===== src/rtl/mul_iter_unit_pkg.sv =====
// Shared core constants: multiply op encodings, iterative-unit state encodings,
// and the default datapath width used by the ALU/multiplier/divider family.
package mul_iter_unit_pkg;

  localparam int unsigned XLEN_DEFAULT = 32;

  typedef enum logic [1:0] {
    MUL_OP_MUL    = 2'b00,
    MUL_OP_MULH   = 2'b01,
    MUL_OP_MULHSU = 2'b10,
    MUL_OP_MULHU  = 2'b11
  } mul_op_e;

  typedef enum logic [1:0] {
    ST_IDLE    = 2'b00,
    ST_COMPUTE = 2'b01,
    ST_DONE    = 2'b10
  } iter_state_e;

  // Digit widths the shift-add datapath supports.
  function automatic bit bpc_legal(int unsigned bpc);
    return (bpc == 1) || (bpc == 2) || (bpc == 4) || (bpc == 8);
  endfunction

endpackage


===== src/rtl/mul_iter_unit_step.sv =====
// One shift-add step: adds multiplicand * digit to the running product.
// Purely combinational; the digit is BITS_PER_CYCLE multiplier bits.
module mul_step
   import mul_iter_unit_pkg::*;
#(
   parameter int unsigned XLEN           = XLEN_DEFAULT,
   parameter int unsigned BITS_PER_CYCLE = 2
) (
   input  logic [2*XLEN-1:0]         product_i,
   input  logic [2*XLEN-1:0]         mcand_i,
   input  logic [BITS_PER_CYCLE-1:0] digit_i,
   output logic [2*XLEN-1:0]         product_o
);

   logic [2*XLEN-1:0] acc;

   // Accumulate one shifted partial product per set digit bit.
   always_comb begin
      acc = product_i;
      for (int unsigned i = 0; i < BITS_PER_CYCLE; i++) begin
         if (digit_i[i]) begin
            acc = acc + (mcand_i << i);
         end
      end
      product_o = acc;
   end

endmodule


===== src/rtl/mul_iter_unit.sv =====
// Iterative shift-add multiplier for RV32M/RV64M MUL/MULH/MULHSU/MULHU/MULW.
// Operates on operand magnitudes and applies the sign to the full product.
module mul_iter_unit
   import mul_iter_unit_pkg::*;
#(
   parameter int unsigned XLEN           = XLEN_DEFAULT,
   parameter int unsigned BITS_PER_CYCLE = 2,
   parameter bit          EARLY_OUT      = 1'b1
) (
   input  logic            clk,
   input  logic            reset_n,
   input  logic            start,
   input  logic            kill,
   input  logic [1:0]      mul_op,
   input  logic            is_word_op,
   input  logic [XLEN-1:0] operand_a,
   input  logic [XLEN-1:0] operand_b,
   output logic [XLEN-1:0] result,
   output logic            busy,
   output logic            ready
);

   localparam int unsigned PW     = 2 * XLEN;
   localparam int unsigned K_FULL = (XLEN + BITS_PER_CYCLE - 1) / BITS_PER_CYCLE;
   localparam int unsigned K_WORD = (32 + BITS_PER_CYCLE - 1) / BITS_PER_CYCLE;
   localparam int unsigned CW     = $clog2(K_FULL + 1);

   if (!bpc_legal(BITS_PER_CYCLE)) begin : g_bad_bpc
      $error("mul_iter_unit: BITS_PER_CYCLE must be 1, 2, 4 or 8");
   end
   if (!((XLEN == 32) || (XLEN == 64))) begin : g_bad_xlen
      $error("mul_iter_unit: XLEN must be 32 or 64");
   end

   iter_state_e       state_q, state_d;
   mul_op_e           op_q, op_d;
   logic              word_q, word_d;
   logic              neg_q, neg_d;
   logic [PW-1:0]     prod_q, prod_d;
   logic [PW-1:0]     mcand_q, mcand_d;
   logic [XLEN-1:0]   mplier_q, mplier_d;
   logic [CW-1:0]     cnt_q, cnt_d;
   logic [XLEN-1:0]   result_q, result_d;
   logic              ready_q, ready_d;

   logic              word_in, neg_a, neg_b;
   logic [XLEN-1:0]   mag_a, mag_b;
   logic [PW-1:0]     step_prod;
   logic [PW-1:0]     final_prod;
   logic [CW-1:0]     k_last;

   mul_step #(
      .XLEN          (XLEN),
      .BITS_PER_CYCLE(BITS_PER_CYCLE)
   ) u_step (
      .product_i(prod_q),
      .mcand_i  (mcand_q),
      .digit_i  (mplier_q[BITS_PER_CYCLE-1:0]),
      .product_o(step_prod)
   );

   // Operand conditioning: signedness by op, magnitudes, word-op zero extension.
   always_comb begin
      word_in = (XLEN == 64) && is_word_op;
      neg_a   = 1'b0;
      neg_b   = 1'b0;
      if (word_in) begin
         mag_a = XLEN'(operand_a[31:0]);
         mag_b = XLEN'(operand_b[31:0]);
      end else begin
         neg_a = ((mul_op == MUL_OP_MULH) || (mul_op == MUL_OP_MULHSU)) && operand_a[XLEN-1];
         neg_b = (mul_op == MUL_OP_MULH) && operand_b[XLEN-1];
         mag_a = neg_a ? -operand_a : operand_a;
         mag_b = neg_b ? -operand_b : operand_b;
      end
   end

   // Next state, datapath update and result selection; kill overrides all.
   always_comb begin
      state_d    = state_q;
      op_d       = op_q;
      word_d     = word_q;
      neg_d      = neg_q;
      prod_d     = prod_q;
      mcand_d    = mcand_q;
      mplier_d   = mplier_q;
      cnt_d      = cnt_q;
      result_d   = result_q;
      ready_d    = 1'b0;
      k_last     = word_q ? CW'(K_WORD - 1) : CW'(K_FULL - 1);
      final_prod = neg_q ? -prod_q : prod_q;

      case (state_q)
         ST_IDLE: begin
            if (start) begin
               state_d  = ST_COMPUTE;
               op_d     = mul_op_e'(mul_op);
               word_d   = word_in;
               neg_d    = neg_a ^ neg_b;
               prod_d   = '0;
               mcand_d  = PW'(mag_a);
               mplier_d = mag_b;
               cnt_d    = '0;
            end
         end
         ST_COMPUTE: begin
            prod_d   = step_prod;
            mcand_d  = mcand_q << BITS_PER_CYCLE;
            mplier_d = mplier_q >> BITS_PER_CYCLE;
            cnt_d    = cnt_q + CW'(1);
            if ((cnt_q == k_last) || (EARLY_OUT && (mplier_d == '0))) begin
               state_d = ST_DONE;
            end
         end
         ST_DONE: begin
            state_d = ST_IDLE;
            ready_d = 1'b1;
            if (word_q) begin
               result_d = XLEN'($signed(final_prod[31:0]));
            end else if (op_q == MUL_OP_MUL) begin
               result_d = final_prod[XLEN-1:0];
            end else begin
               result_d = final_prod[PW-1:XLEN];
            end
         end
         default: state_d = ST_IDLE;
      endcase

      if (kill) begin
         state_d  = ST_IDLE;
         ready_d  = 1'b0;
         result_d = result_q;
      end
   end

   // State and datapath registers with synchronous active-low reset.
   always_ff @(posedge clk) begin
      if (!reset_n) begin
         state_q  <= ST_IDLE;
         op_q     <= MUL_OP_MUL;
         word_q   <= 1'b0;
         neg_q    <= 1'b0;
         prod_q   <= '0;
         mcand_q  <= '0;
         mplier_q <= '0;
         cnt_q    <= '0;
         result_q <= '0;
         ready_q  <= 1'b0;
      end else begin
         state_q  <= state_d;
         op_q     <= op_d;
         word_q   <= word_d;
         neg_q    <= neg_d;
         prod_q   <= prod_d;
         mcand_q  <= mcand_d;
         mplier_q <= mplier_d;
         cnt_q    <= cnt_d;
         result_q <= result_d;
         ready_q  <= ready_d;
      end
   end

   assign busy   = (state_q != ST_IDLE);
   assign ready  = ready_q;
   assign result = result_q;

endmodule


===== config.mk =====
export PLATFORM = sky130hd
export DESIGN_NAME = mul_iter_unit
export DESIGN_NICKNAME = d
export VERILOG_FILES = /design/src/rtl/mul_iter_unit_pkg.sv /design/src/rtl/mul_iter_unit_step.sv /design/src/rtl/mul_iter_unit.sv
export SDC_FILE = /design/constraint.sdc
export NUM_CORES = 1
export LEC_CHECK = 0
export CAP_MARGIN = 5
export CORE_ASPECT_RATIO = 0.7
export CORE_UTILIZATION = 35
export CTS_CLUSTER_SIZE = 8
export DETAILED_ROUTE_END_ITERATION = 8
export MAX_ROUTING_LAYER = met4
export RECOVER_POWER = 25
export SLEW_MARGIN = 20
export SYNTH_ARGS = -nofsm -noshare
export SYNTH_HDL_FRONTEND = slang
export SYNTH_SLANG_ARGS = --single-unit

===== constraint.sdc =====
create_clock -name clk -period 11.6 [get_ports clk]
set_input_delay 3.48 -clock clk [delete_from_list [all_inputs] [get_ports clk]]
set_output_delay 3.48 -clock clk [all_outputs]
set_load 0.01 [all_outputs]

==> results of run 1 <==
-- sequential cells by signal (all words and copies together) (netlist names) --
| signal | cells |
|---|---|
| result | 32 |
| prod_q | 64 |
| cnt_q | 5 |
| mplier_q | 32 |
| mcand_q | 64 |
| state_q | 2 |
| ready | 1 |
| neg_q | 1 |
| op_q | 2 |
-- layer usage --
layer	GRT usage [%]	vias to the layer above
met5	-	-
met4	4.918	0
met3	3.099	76
met2	36.26	748
met1	37.69	9710
li1	-	9708
-- Yosys cell counts, drive strengths merged (14+ instances only) --
library cell,number,area [µm²]
mux2,55,619.3
a21oi,360,1802
or3,20,125.1
and2,14,87.59
o21bai,27,202.7
a21o,76,570.6
dfxtp,203,4064
a31oi,35,219.0
inv,45,168.9
o31ai,25,192.7
nand2,352,1321
clkbuf,147,551.8
xnor2,101,884.6
buf,21,83.83
o211ai,41,307.8
xor2,93,814.5
a211oi,15,112.6
nor4,35,231.5
nor2,186,700.7
o21a,16,120.1
nor3,50,277.8
a22oi,73,548.0
o21ai,142,710.7
nand3,98,490.5
and3,27,168.9
nand2b,17,106.4
ha,138,1727
nand4,47,309.0
-- worst min-delay path: stages (launching register included) --
cell and delay (ns):
sky130_fd_sc_hd__dfxtp_1 0.30, sky130_fd_sc_hd__nand2_1 0.05, sky130_fd_sc_hd__a21oi_1 0.05
-- layout make-up --
class                           instances  area (µm²)  share of cell area, %
Clock inverter                          3       40.04                 0.1877
Clock buffer                           35       789.5                  3.702
Tap cell                              730       913.4                  4.282
Inverter                               47       177.7                 0.8330
Sequential cell                       203        4068                  19.07
Timing Repair Buffer                  120        1155                  5.414
Multi-Input combinational cell       2217       14190                  66.51
-- report_power, final --
group / internal (mW) / switching [mW]
sequential: 0.721 / 0.0363
clock: 0.472 / 0.345
combinational: 0.151 / 0.270
total: 1.34 / 0.651
-- kinds of logic (layout without fill, tap and decap cells) --
group / after synthesis / count (layout) / share of synthesized area [%]
flip-flops: 203 / 203 / 21.37
AND/OR/NAND/NOR: 895 / 895 / 22.01
adder cells (fa/ha/maj): 140 / 140 / 9.289
AO/OA/AOI/OAI: 925 / 925 / 30.46
multiplexers: 63 / 63 / 3.677
XOR/XNOR: 194 / 194 / 8.934
buffers and inverters: 215 / 205 / 4.269
-- final timing paths --
| check | from | end | depth (start not counted) |
|---|---|---|---|
| max reg2reg | mcand_q[0]$_SDFFE_PN0P_ | prod_q[62]$_SDFFE_PN0P_ | 23 |
| min reg2reg | result[18]$_SDFFE_PN0P_ | result[18]$_SDFFE_PN0P_ | 2 |
| min | result[18]$_SDFFE_PN0P_ | result[18]$_SDFFE_PN0P_ | 2 |
| max | reset_n | prod_q[56]$_SDFFE_PN0P_ | 7 |
-- placed cells by master, fill, tap and decap left out, types with 16 or more instances in the layout --
cell type,count
sky130_fd_sc_hd__nand3_1,98
sky130_fd_sc_hd__or3_1,20
sky130_fd_sc_hd__nor3_1,47
sky130_fd_sc_hd__a22oi_1,73
sky130_fd_sc_hd__dfxtp_1,200
sky130_fd_sc_hd__buf_4,16
sky130_fd_sc_hd__nor2_1,183
sky130_fd_sc_hd__nand2b_1,16
sky130_fd_sc_hd__a31oi_1,35
sky130_fd_sc_hd__nor4_1,33
sky130_fd_sc_hd__o31ai_1,24
sky130_fd_sc_hd__dlygate4sd3_1,26
sky130_fd_sc_hd__and3_1,27
sky130_fd_sc_hd__xnor2_1,101
sky130_fd_sc_hd__nand2_1,350
sky130_fd_sc_hd__o211ai_1,41
sky130_fd_sc_hd__clkbuf_16,30
sky130_fd_sc_hd__clkdlybuf4s50_1,77
sky130_fd_sc_hd__mux2_2,55
sky130_fd_sc_hd__a21oi_1,360
sky130_fd_sc_hd__o21a_1,16
sky130_fd_sc_hd__o21ai_0,136
sky130_fd_sc_hd__o21bai_1,27
sky130_fd_sc_hd__nand4_1,46
sky130_fd_sc_hd__xor2_1,93
sky130_fd_sc_hd__a21o_1,76
sky130_fd_sc_hd__ha_1,138
sky130_fd_sc_hd__inv_1,45
-- through the flow --
stage | cells | worst slack (ns) | util (%) | cell area, µm² | hold WS [ns]
after floorplan | 2635 | 5.911 | - | 19020 | 0.4440
after global placement | 3317 | 4.874 | 38.20 | 20500 | 0.4458
after detailed placement | 3317 | 4.797 | 38.20 | 20500 | 0.4493
after CTS | 3355 | 4.963 | 39.74 | 21330 | 0.4588
after global routing | 3355 | 2.336 | 39.75 | 21330 | 0.4874
final | 3355 | 2.607 | 39.75 | 21330 | 0.4535
==> results summary, run 1 <==
The flow ran to the end, but the final reports show violations. The checks that failed: max-capacitance violations, max-slew violations. The first global-routing pass estimated 108,200 µm of wire. The die covers 55,290 µm². Fill cells in the final layout number 5,525.

The maximum level of the CTS H-tree came out at 1. For this run, the leading register cell type out of synthesis is sky130_fd_sc_hd__dfxtp_1. The largest stage delay on the critical path came out at 2.73 ns. The number of buffers created by CTS is 30. The post-synth net total came out at 2,846. The count of synthesis-stage warnings from yosys came out at 0. In this run the worst hold path is classified as flip-flop to flip-flop.

The cell sitting at the root of the clock tree is a sky130_fd_sc_hd__clkbuf_16. The routed length on met2 is 28,740 µm. The top-level port count came out at 105. The number of search-and-repair iterations in the first detailed-routing pass came out at 5. The share of synthesized area occupied by flip-flops and latches is 21.37%. Dividing the detail-routed via count by the number of cells gives 6.033. The net total in the final layout came out at 2,830. Adding up every negative setup slack in the final design gives 0 ns. The number of antenna violations at the first check in global routing is 0. The number of global-route vias before repair came out at 18,830.

The post-route antenna net violation count came out at 0. The number of buffer and inverter stages on the critical path is 3. The initial utilization of the core area, before any placement, comes to 35.45%. The leakage power total came out at 8.606 nW. In this run the post-CTS setup repair buffer count came out at 0. After detailed routing, the average wire length per cell comes to 20.67 µm.

Overall power consumption after layout is estimated at 1.995 mW. In this run, post-CTS repair resized a total of 0 instances. The worst setup path category is primary input to flip-flop.

The worst ir drop on vdd is 0.08755 mV. The placer congestion estimate came out at 0.9634. The number of standard-cell rows in the floorplan came out at 71.

The critical path capture point type is a flip-flop. Each instance of the synthesized netlist takes up on average 7.218 µm². The flip-flop and latch count after synthesis came out at 203. Entering global routing, the biggest net connects 92 pins. The number of enable flip-flop cells after synthesis is 0. In the final routing, the length of wire on met1 measures 34,500 µm. The final number of max-transition violations was 146.

The floorplan step set the die width to 280.6 µm. The final critical-path required period came out at 8.993 ns. The routed length on met3 came out at 4880 µm. The clock latency on the worst-skew pair is 0.60 ns. The gate count of the mapped netlist is 2,635. The number of setup violations in the final report came out at 0. Along the worst path, the maximum fanout reaches 88. The number of I/O port buffers is 103. The number of distinct library cell variants in the gate-level netlist after synthesis came out at 81. The worst endpoint required time came out at 12.10 ns.

The gate family responsible for the most delay along the worst path is buffers and inverters. The number of antenna diodes in the final layout is 0. Counting along the longest clock path gives a buffer depth of 3. Summed over all layers, the routed wires come to 69,360 µm. The growth of design area from synthesis to finish came out at 12.14%. The number of violations reported at the end of detailed-routing iteration 0 is 2,249. The share of final-layout standard cells stronger than drive strength 1 came out at 5.448%. The arrival time at the worst endpoint is 9.50 ns. The slowest stage cell on the critical path is sky130_fd_sc_hd__clkinvlp_2. The overall overflow remaining after global route came out at 0.

In the routed design, unresolved DRC markers number 0. The highest layer used for signal routing is met4. The maximum operating frequency is 111.2 MHz. The number of hold buffers added after cts is 0.

The slew at the pin closest to its max-slew limit came out at 3.562 ns. Summed over all nets, the half-perimeter wirelength after detailed placement is 52,500 µm. The total number of clock tree sinks came out at 203. The worst setup path is launched from a primary input.

The post-CTS clock slew at the launch and capture registers of the worst setup and hold paths came out at 0.05 ns. For this design the ratio of total power to cell area is 93.52 nW/µm². The number of maximum-capacitance constraint violations is 2. The global-route usage over all layers is 25.34%.

The synthesized cell area is 19,020 µm². Setup repair after global routing left no endpoint under its margin. The area of the core came out at 53,660 µm².

The count of final hold-check violations is 0. The number of vias after detailed routing is 20,240. Walking the worst path, the cells encountered are dlygate4sd3_1 > buf_4 > clkinvlp_2 > nor2_1 > a22o_1 > a21oi_1 > o21ai_0. The async set or reset register ratio after synthesis came out at 0%. The final worst-path cycle share is 77.53%. The flop-to-flop setup slack is 4.87 ns.

The worst slew slack as a fraction of its limit is -138.8%. The worst clock skew is 0.02950 ns. The clock tree from TritonCTS is done. In this run the vertical extent of the chip is 197.0 µm.
Note: power is estimated with default switching activity, not from simulation.
==> run 2: changes to the inputs <==
clock period = 7.8 ns   (was 11.6 ns; I/O delays follow)
==> run 2 against run 1 <==
The flow still finishes with violations (max-capacitance violations, max-slew violations). Register-to-register slack lost 3.8 ns. Hold slack lost 0.0017 ns. Sequential cell count is the same. Clock skew shrank 0.0063 ns. Critical path depth grew 16. Sequential power grew 49%. Non-clock buffer count grew 2. Clock power grew 43%. Cell area shrank 0.19%. Final cell count is the same. Combinational power grew 49%.
==> results summary, run 2 (synthesis results as in run 1) <==
The share of final-layout standard cells stronger than drive strength 1 came out at 5.299% (-0.15 points). Setup repair after global routing left no endpoint under its margin. The global-route usage over all layers is 25.64% (+0.30 points). The clock tree from TritonCTS is done.

The routed wire length is 69,900 µm (+0.78%). The number of maximum-capacitance constraint violations came out at 2 (unchanged). The area taken by flip-flops and latches came out at 4068 µm² (unchanged).

The placed wire-length estimate after detailed placement was 53,020 µm (+1.0%). For this run, the top clock speed supported by timing is 148.6 MHz. The placer congestion estimate was 0.9588 (-0.48%). The worst ir drop on vdd is 0.1477 mV (+69%). The final worst-path cycle share came out at 86.28%. The total power of the final layout came out at 2.920 mW (+46%). The largest net degree at the start of global routing is 84 (-8.7%). The total setup buffers inserted after CTS came out at 0 (unchanged). The portion of total power attributed to the clock network is 40.0% (-0.9 points). The overall overflow remaining after global route is 0 (unchanged).

The filler cell count in the final layout is 5,659 (+2.4%). The worst endpoint required time is 8.25 ns (-3.85 ns). The switching component of the power is 957.5 µW (+47%). The final number of max-transition violations came out at 54 (-63%). The library cells used most frequently in the layout, excluding fill and tap cells, are 360 x sky130_fd_sc_hd__a21oi_1, 350 x sky130_fd_sc_hd__nand2_1, 200 x sky130_fd_sc_hd__dfxtp_1, 183 x sky130_fd_sc_hd__nor2_1, 138 x sky130_fd_sc_hd__ha_1.

The wire length of the first global-routing pass came out at 109,500 µm (+1.2%). The library cell used most frequently in the layout, excluding fill and tap cells, is sky130_fd_sc_hd__a21oi_1. The number of buffers on the longest clock path came out at 3 (unchanged). The die boundary width came out at 280.6 µm (unchanged). The number of violations reported at the end of detailed-routing iteration 0 is 2,247 (-0.089%). The number of global-route vias before repair is 18,930 (+0.54%). The worst clock skew came out at 0.02318 ns (-0.006318 ns).

The nature of the critical path startpoint is a flip-flop. The final hold slack is 0.4518 ns (-0.001721 ns). The largest registers in the layout are mcand_q (64), prod_q (64). The number of search-and-repair iterations in the first detailed-routing pass came out at 6 (+1).

Among cell families on the critical path, the largest total delay comes from compound AO/OA/AOI/OAI gates. The number of buffer and inverter stages on the critical path came out at 1 (-2). The critical path is of the flip-flop to flip-flop type. The number of setup violations in the final report is 0 (unchanged). The area of the core came out at 53,660 µm² (unchanged). The run finished, with violations left.

The switching share of power is 32.79% (+0.15 points). The arrival time at the worst endpoint is 7.18 ns (-2.32 ns). The final critical-path required period came out at 6.730 ns. The growth of design area from synthesis to finish is 11.93%. The post-cts resize count is 0 (unchanged). The average wire length per cell after detail routing came to 20.83 µm (+0.78%). The end-of-flow core utilization is 39.68% (-0.075 points). The flop-to-flop setup slack came out at 1.07 ns (-3.80 ns). The clock latency on the worst-skew pair came out at 0.59 ns (about the same).

The number of vias after detailed routing came out at 20,360 (+0.58%). The power share of the combinational group is 21.4% (+0.3 points). The post-CTS clock slew at the launch and capture registers of the worst setup and hold paths was 0.05 ns (about the same). Walking the worst path, the cells encountered are ha_1 > inv_1 > fa_1 > nor2b_1 > o2111ai_1 > a2111o_1 > nand3_1 > a21oi_1 > o21ai_0 > a21oi_1 > xnor2_1 > mux2_2 > ha_1 > a21oi_1 > o21ai_0 > a21oi_1 > o21ai_0 > o31ai_1 > o31ai_1 > a21oi_1 > xnor2_1 > a222oi_1 > nor2_1. The count of final hold-check violations is 0 (unchanged). The total power divided by cell area came to 137.2 nW/µm² (+47%). The top-level port count is 105 (unchanged). The number of vias per cell after detailed routing is 6.068 (+0.58%).

The sequential cell fraction of total power is 38.6% (+0.6 points). The area of the die came to 55,290 µm² (unchanged). The tightest min-delay check is of the flip-flop to flip-flop type. The largest stage delay on the critical path came out at 0.83 ns (-1.90 ns). The slew at the pin closest to its max-slew limit came to 1.885 ns (-1.678 ns). The post-route antenna net violation count is 0 (unchanged).

The final setup TNS was 0 ns (unchanged). The leakage power total is 8.610 nW (about the same). In this run the critical register-to-register path is launched from mcand_q[0]$_SDFFE_PN0P_. The number of buffers created by CTS is 29 (-3.3%). STA classifies the critical path endpoint as a flip-flop. The chip height is 197.0 µm (unchanged). In this design, the critical path's most frequently occurring cell is sky130_fd_sc_hd__a21oi_1. On the critical path, the stage with the largest delay is an instance of sky130_fd_sc_hd__o31ai_1. The worst slew slack as a fraction of its limit came out at -25.65% (+110 points). The total number of clock tree sinks came out at 203 (unchanged).

The startpoint identified for the worst hold timing path is result[22]$_SDFFE_PN0P_. The critical path starts at mcand_q[0]$_SDFFE_PN0P_. The number of I/O port buffers came out at 103 (unchanged). The number of standard-cell rows in the floorplan came out at 71 (unchanged). The checks that failed: max-capacitance violations, max-slew violations. The root cell of the clock tree is sky130_fd_sc_hd__clkbuf_16.

The multi-input combinational cell area came to 14,180 µm² (about the same). The number of hold buffers added after cts was 0 (unchanged). The number of antenna violations at the first check in global routing is 1 (+1). The net total in the final layout came out at 2,831 (+0.035%).

The post-route DRC violation count came to 0 (unchanged). The maximum fanout encountered on the critical timing path is 9 (-90%). The initial core utilization is 35.45% (unchanged). The maximum level of the CTS H-tree came out at 1 (unchanged). The total internal power came out at 1.963 mW (+46%).
-- run 2: cell types whose count changed in the layout (fill, tap and decap cells not counted), moves of 2 or more --
cell	previous run	this run
sky130_fd_sc_hd__clkdlybuf4s50_1	77	70
sky130_fd_sc_hd__clkinv_2	2	0
sky130_fd_sc_hd__diode_2	0	2
sky130_fd_sc_hd__dlygate4sd3_1	26	33
-- run 2: worst paths after layout --
kind / cells past startpoint / end
setup / recovery: 23 / prod_q[57]$_SDFFE_PN0P_
hold / removal: 2 / result[22]$_SDFFE_PN0P_
setup reg to reg: 23 / prod_q[57]$_SDFFE_PN0P_
hold reg to reg: 2 / result[22]$_SDFFE_PN0P_
-- run 2: power groups by stage --
stage	clock [mW]	combinational, mW	sequential [mW]
floorplan	0	0.440	1.12
global placement	0	0.608	1.15
detailed placement	0	0.617	1.15
CTS	1.19	0.619	1.13
global route	1.23	0.687	1.13
finish	1.17	0.626	1.13
-- run 2: metrics by stage --
stage | worst slack [ns] | area [µm²] | cells
after CTS | 1.259 | 21290 | 3353
after global placement | 1.277 | 20510 | 3319
after global routing | 0.7198 | 21290 | 3355
final | 1.070 | 21290 | 3355
after detailed placement | 1.282 | 20520 | 3319
after floorplan | 2.563 | 19020 | 2635
-- run 2: area by class of cell --
type,instances,area share [%]
sequential,203,19.11
multi-input combinational,2217,66.63
inverter,47,0.8522
clock inverter,1,0.09403
clock buffer,33,3.526
tap,730,4.290
timing repair buffer,122,5.478
antenna,2,0.02351
-- run 2: layer usage --
| metal | up-vias | global-route usage [%] | part of all wire, % |
|---|---|---|---|
| met4 | 0 | 5.687 | 2.1 |
| met5 | - | - | 0 |
| li1 | 9704 | - | - |
| met1 | 9828 | 37.66 | 49 |
| met2 | 738 | 36.51 | 41 |
| met3 | 89 | 3.726 | 7.7 |
-- run 2: worst reg2reg max path: stages, from the launching register on --
cell	delay [ns]
sky130_fd_sc_hd__dfxtp_1	0.45
sky130_fd_sc_hd__ha_1	0.22
sky130_fd_sc_hd__inv_1	0.06
sky130_fd_sc_hd__fa_1	0.41
sky130_fd_sc_hd__nor2b_1	0.18
sky130_fd_sc_hd__o2111ai_1	0.19
sky130_fd_sc_hd__a2111o_1	0.41
sky130_fd_sc_hd__nand3_1	0.20
sky130_fd_sc_hd__a21oi_1	0.17
sky130_fd_sc_hd__o21ai_0	0.35
sky130_fd_sc_hd__a21oi_1	0.15
sky130_fd_sc_hd__xnor2_1	0.14
sky130_fd_sc_hd__mux2_2	0.30
sky130_fd_sc_hd__ha_1	0.45
sky130_fd_sc_hd__a21oi_1	0.15
sky130_fd_sc_hd__o21ai_0	0.32
sky130_fd_sc_hd__a21oi_1	0.16
sky130_fd_sc_hd__o21ai_0	0.37
sky130_fd_sc_hd__o31ai_1	0.26
sky130_fd_sc_hd__o31ai_1	0.83
sky130_fd_sc_hd__a21oi_1	0.20
sky130_fd_sc_hd__xnor2_1	0.23
sky130_fd_sc_hd__a222oi_1	0.34
sky130_fd_sc_hd__nor2_1	0.07
